`src/rtl/prog_loader.sv`:
```
// Framed byte-stream program loader: assembles little-endian words, writes them to memory,
// checks a trailing XOR checksum and releases the CPU from reset on success.
module prog_loader #(
    parameter int unsigned ADDR_W    = 10,
    parameter int unsigned BASE_ADDR = 0
) (
    input  logic              clk,
    input  logic              rstn,
    input  logic              in_valid,
    input  logic [7:0]        in_data,
    output logic              in_ready,
    input  logic              load_req,
    output logic              mem_we,
    output logic [ADDR_W-1:0] mem_addr,
    output logic [31:0]       mem_wdata,
    output logic              cpu_rstn,
    output logic              load_done,
    output logic              load_err,
    output logic              busy
);

    localparam int unsigned MaxWords = (1 << ADDR_W) - BASE_ADDR;

    typedef enum logic [2:0] {
        StHdr0,
        StHdr1,
        StData,
        StCsum,
        StRun,
        StErr
    } state_e;

    state_e      state;
    logic [7:0]  cnt_lo;
    logic [7:0]  csum;
    logic [15:0] n_words;
    logic [15:0] word_idx;
    logic [1:0]  byte_cnt;
    logic [23:0] shift;

    logic        hs;
    logic [15:0] hdr_n;
    logic [31:0] addr_full;

    assign hs        = in_valid && in_ready;
    assign hdr_n     = {in_data, cnt_lo};
    assign addr_full = BASE_ADDR + {16'd0, word_idx};

    always_ff @(posedge clk or negedge rstn) begin
        if (!rstn) begin
            state     <= StHdr0;
            cnt_lo    <= 8'd0;
            csum      <= 8'd0;
            n_words   <= 16'd0;
            word_idx  <= 16'd0;
            byte_cnt  <= 2'd0;
            shift     <= 24'd0;
            in_ready  <= 1'b1;
            mem_we    <= 1'b0;
            mem_addr  <= '0;
            mem_wdata <= 32'd0;
            cpu_rstn  <= 1'b0;
            load_done <= 1'b0;
            load_err  <= 1'b0;
            busy      <= 1'b0;
        end else begin
            mem_we <= 1'b0;
            case (state)
                StHdr0: begin
                    if (hs) begin
                        cnt_lo <= in_data;
                        csum   <= csum ^ in_data;
                        busy   <= 1'b1;
                        state  <= StHdr1;
                    end
                end
                StHdr1: begin
                    if (hs) begin
                        csum    <= csum ^ in_data;
                        n_words <= hdr_n;
                        if (hdr_n == 16'd0) begin
                            state <= StCsum;
                        end else if ({16'd0, hdr_n} > MaxWords) begin
                            state    <= StErr;
                            in_ready <= 1'b0;
                            busy     <= 1'b0;
                            load_err <= 1'b1;
                        end else begin
                            state <= StData;
                        end
                    end
                end
                StData: begin
                    if (hs) begin
                        csum     <= csum ^ in_data;
                        byte_cnt <= byte_cnt + 2'd1;
                        shift    <= {in_data, shift[23:8]};
                        if (byte_cnt == 2'd3) begin
                            mem_we    <= 1'b1;
                            mem_addr  <= addr_full[ADDR_W-1:0];
                            mem_wdata <= {in_data, shift};
                            word_idx  <= word_idx + 16'd1;
                            if (word_idx == n_words - 16'd1) begin
                                state <= StCsum;
                            end
                        end
                    end
                end
                StCsum: begin
                    if (hs) begin
                        in_ready <= 1'b0;
                        busy     <= 1'b0;
                        if (in_data == csum) begin
                            state     <= StRun;
                            cpu_rstn  <= 1'b1;
                            load_done <= 1'b1;
                        end else begin
                            state    <= StErr;
                            load_err <= 1'b1;
                        end
                    end
                end
                StRun, StErr: begin
                    if (load_req) begin
                        state     <= StHdr0;
                        in_ready  <= 1'b1;
                        cpu_rstn  <= 1'b0;
                        load_done <= 1'b0;
                        load_err  <= 1'b0;
                        csum      <= 8'd0;
                        word_idx  <= 16'd0;
                        byte_cnt  <= 2'd0;
                    end
                end
                default: state <= StHdr0;
            endcase
        end
    end

endmodule

```
`config.mk`:
```
export PLATFORM = sky130hd
export DESIGN_NAME = prog_loader
export DESIGN_NICKNAME = d
export VERILOG_FILES = /design/src/rtl/prog_loader.sv
export SDC_FILE = /design/constraint.sdc
export NUM_CORES = 1
export LEC_CHECK = 0
export BUFFER_PORTS_ARGS = -buffer_cell sky130_fd_sc_hd__buf_4
export CAP_MARGIN = 20
export CORE_MARGIN = 2
export CORE_UTILIZATION = 30
export CTS_CLUSTER_DIAMETER = 200
export DETAILED_ROUTE_END_ITERATION = 16
export PLACE_DENSITY = 0.44
export SYNTH_ARGS = -nofsm -noshare
export SYNTH_HDL_FRONTEND = slang
export SYNTH_SLANG_ARGS = --single-unit
```
`constraint.sdc`:
```
create_clock -name clk -period 2.9 [get_ports clk]
set_input_delay 0.145 -clock clk [delete_from_list [all_inputs] [get_ports clk]]
set_output_delay 0.145 -clock clk [all_outputs]
set_load 0.02 [all_outputs]
```
==> summary.txt <==
Run status
  • Status: finished, final reports clean

STA
  • Worst slew pin tran: 746 ps
  • Final Hold Viols: 0
  • Layout Skew: 8.09 ps
  • Setup violations, final: 0
  • Final setup TNS: 0 ps
  • Fmax: 0.369 GHz
  • Minimum clock period: 2710 ps
  • RSZ-0062 raised after global routing: false
  • Max Slew Vio Count: 0
  • Slew headroom: 0.501
  • Tcrit/Tclk final: 0.935
  • Final setup margin: 189 ps

Logic synthesis
  • Mapped Nets: 596
  • Most used DFF post-synth: dfrtp_1
  • Cell Area, Synth: 0.00584 mm2
  • Mean post-synth cell area: 10.1 um2
  • Synth Register Bits: 124
  • YS warnings: 0
  • Sequential fraction of the synthesis area: 0.532
  • Netlist cell types: 58
  • Synth area leaders: dfrtp_1 53%, nand2_1 9.8%, mux2_2 9.6%
  • Yosys top cell area share: 0.527
  • Ys async rst share: 1.00
  • Syn Inst Count: 581
  • EDFF count, synth: 0
  • Largest area contributor in the netlist: dfrtp_1

Setup path
  • Critical path arrival: 3010 ps
  • Bufs and invs on worst path: 0
  • Cell breakdown of the critical path: or4_1 > nor4b_1 > mux2_2 > nand2_1 > nand4_1 > a31oi_4 > mux2_4
  • Kind of end point of the critical path: flip-flop
  • CP required: 3200 ps
  • CP Max Fanout: 9
  • Crit path largest cell delay: 570 ps
  • CP Launch Type: flip-flop
  • Top cell family by delay on the critical path: simple AND/OR/NAND/NOR gates
  • Critical-path top delay cell: or4_1
  • Crit path kind: reg -> reg
  • R2R Setup Slk: 190 ps

Floorplanning
  • Die Ht: 144 um
  • DIE AREA: 0.0206 mm2
  • Chip width: 144 um
  • Starting Density: 0.303
  • IO Pins: 60
  • Row Count: 51
  • Core area: 0.0193 mm2

Power
  • Switch Pwr: 0.00187 W
  • Internal power: 0.00407 W
  • Net Sw Frac: 0.315
  • Comb pwr share: 0.217
  • Pwr per Cell Area: 823 mW/mm2
  • Clock network fraction of total power: 0.388
  • Max IR drop VDD: 0.000417 V
  • Leakage power total: 3.48 nW
  • Flop pwr share: 0.395

Clocking
  • Clock buffer depth: 2
  • Post-CTS Setup Bufs: 0
  • Worst-path clk slew: 60 ps
  • Inserted Clock Buffers: 17
  • Later-pin clock latency in the skew report: 410 ps
  • Clk sink count: 124
  • Htree depth: 4
  • TritonCTS clock tree: done
  • Clock Root Buffer: clkbuf_16

Finish
  • Fillcell total: 1,991
  • Synth-to-layout area growth: 23.7%
  • Layout cells sized above 1: 0.255
  • Nets: 652
  • ANT cells: 0
  • Sequential standard cell area: 0.00310 mm2
  • Area of the multi-input gates: 0.00254 mm2

Worst hold path
  • HP Class: in -> reg

Place
  • Routability Congestion: 0.788
  • Worst slack at placement: 195 ps
  • Buffers on Ports: 59
  • Final HPWL DP: 9740 um

Detailed routing
  • Vias: 4,346
  • Via-to-Cell Ratio: 4.75
  • Wirelength per Cell: 16.0 um
  • Iteration count of the initial detailed-routing pass: 4
  • # DRC: 0
  • Routed Antenna Nets: 0
  • Drt total wl: 14,600 um
  • Iteration-0 DRC count of the detailed router: 155

GRT
  • Initial antenna violation count: 0
  • Vias in the first global route: 4,423
  • First-pass GRT wire length: 23,600 um
  • GRT Total Usage: 0.150
  • Total gr overflow: 0
  • Largest net degree at the start of global routing: 84

Job
  • Number of max-cap violations: 0
[through the flow]
stage / cell area (um2) / std cells / util / hold slack (ps) / power (W)
after floorplan: 5840 / 581 / - / -151 / 0.00327
after global placement: 6560 / 881 / 0.341 / 190 / 0.00364
after detailed placement: 6560 / 881 / 0.341 / 191 / 0.00366
after CTS: 7220 / 915 / 0.375 / 17.7 / 0.00600
after global routing: 7220 / 915 / 0.375 / 18.0 / 0.00627
final: 7220 / 915 / 0.375 / 29.2 / 0.00594
[final cells by class]
class | count | area share
multi-input cells | 411 | 0.352
repair buffers | 73 | 0.0783
inverters | 10 | 0.00520
clock inverters | 15 | 0.0295
clock buffers | 17 | 0.0589
well taps | 265 | 0.0459
flip-flops and latches | 124 | 0.430
[power groups by stage]
stage | sequential, W | combinational, W | clock, W
CTS | 0.00234 | 0.00130 | 0.00236
finish | 0.00235 | 0.00129 | 0.00231
detailed placement | 0.00236 | 0.00130 | 0
global placement | 0.00235 | 0.00128 | 0
floorplan | 0.00223 | 0.00104 | 0
global route | 0.00239 | 0.00143 | 0.00245
[sequential cells by signal, indices dropped and copies added (netlist names)]
name,cells
busy,1
byte_cnt,2
cnt_lo,8
csum,8
in_ready,1
load_done,1
load_err,1
mem_addr,10
mem_wdata,32
mem_we,1
n_words,16
shift,24
state,3
word_idx,16
[placed cells by master (no fill, tap or decap), drive strengths merged, types with 4 or more instances in the layout]
cell and n:
bufinv 4, nor4 8, or4 5, inv 14, nor3 8, nand3 14, clkinv 5, o21ai 26
xor2 22, nand4 6, nand2 153, mux2 51, buf 71, nor2 29, or3 5, dfrtp 123
a21oi 16, a31oi 5, xnor2 14, nand2b 5, clkbuf 17
[routing by layer]
layer / part of all wire / GRT usage / vias to the layer above
li1: - / - / 2076
met1: 0.50 / 0.208 / 2179
met2: 0.45 / 0.227 / 72
met3: 0.032 / 0.0397 / 19
met4: 0.022 / 0.0526 / 0
met5: 0 / 0 / -
[Yosys cell counts, types with 8 or more instances]
| cell type | n |
|---|---|
| mux2_2 | 50 |
| nand3_1 | 13 |
| nor2_1 | 28 |
| o21ai_0 | 26 |
| dfrtp_1 | 123 |
| inv_1 | 9 |
| nor3_1 | 8 |
| a21oi_1 | 16 |
| nand2_1 | 153 |
| xor2_1 | 22 |
| xnor2_1 | 14 |
| clkbuf_1 | 29 |
[cell families (layout without fill, tap and decap cells)]
logic type	after synthesis	in the layout	synth area share
simple gates	251	251	0.196
fa+ha+maj	3	3	0.00643
xor+xnor	36	36	0.0540
mux	54	54	0.104
flops	124	124	0.532
compound gates	67	67	0.0750
buf+inv	46	115	0.0330
[path summary, 6_finish.rpt]
| kind | start | to | cells past startpoint |
|---|---|---|---|
| hold reg to reg | shift[6] | mem_wdata[6] | 2 |
| setup / recovery | n_words[3] | state[0] | 7 |
| min in group asynchronous | rstn | word_idx[9] | 2 |
| setup reg to reg | n_words[3] | state[0] | 7 |
| max in group asynchronous | rstn | csum[4] | 3 |
| hold / removal | in_data[6] | mem_wdata[30] | 3 |
[worst reg2reg max path: stages, from the launching register on]
cell and delay [ps]:
dfrtp_1 490, or4_1 580, nor4b_1 380, mux2_2 380, nand2_1 60, nand4_1 130, a31oi_4 250, mux2_4 320
[timing repair]
| action | in CTS | in global routing |
|---|---|---|
| gates resized for setup | 0 | 0 |
| hold endpoints to repair | 42 | 0 |
| hold buffers | 2 | 0 |
(Power assumes the default switching activity.)
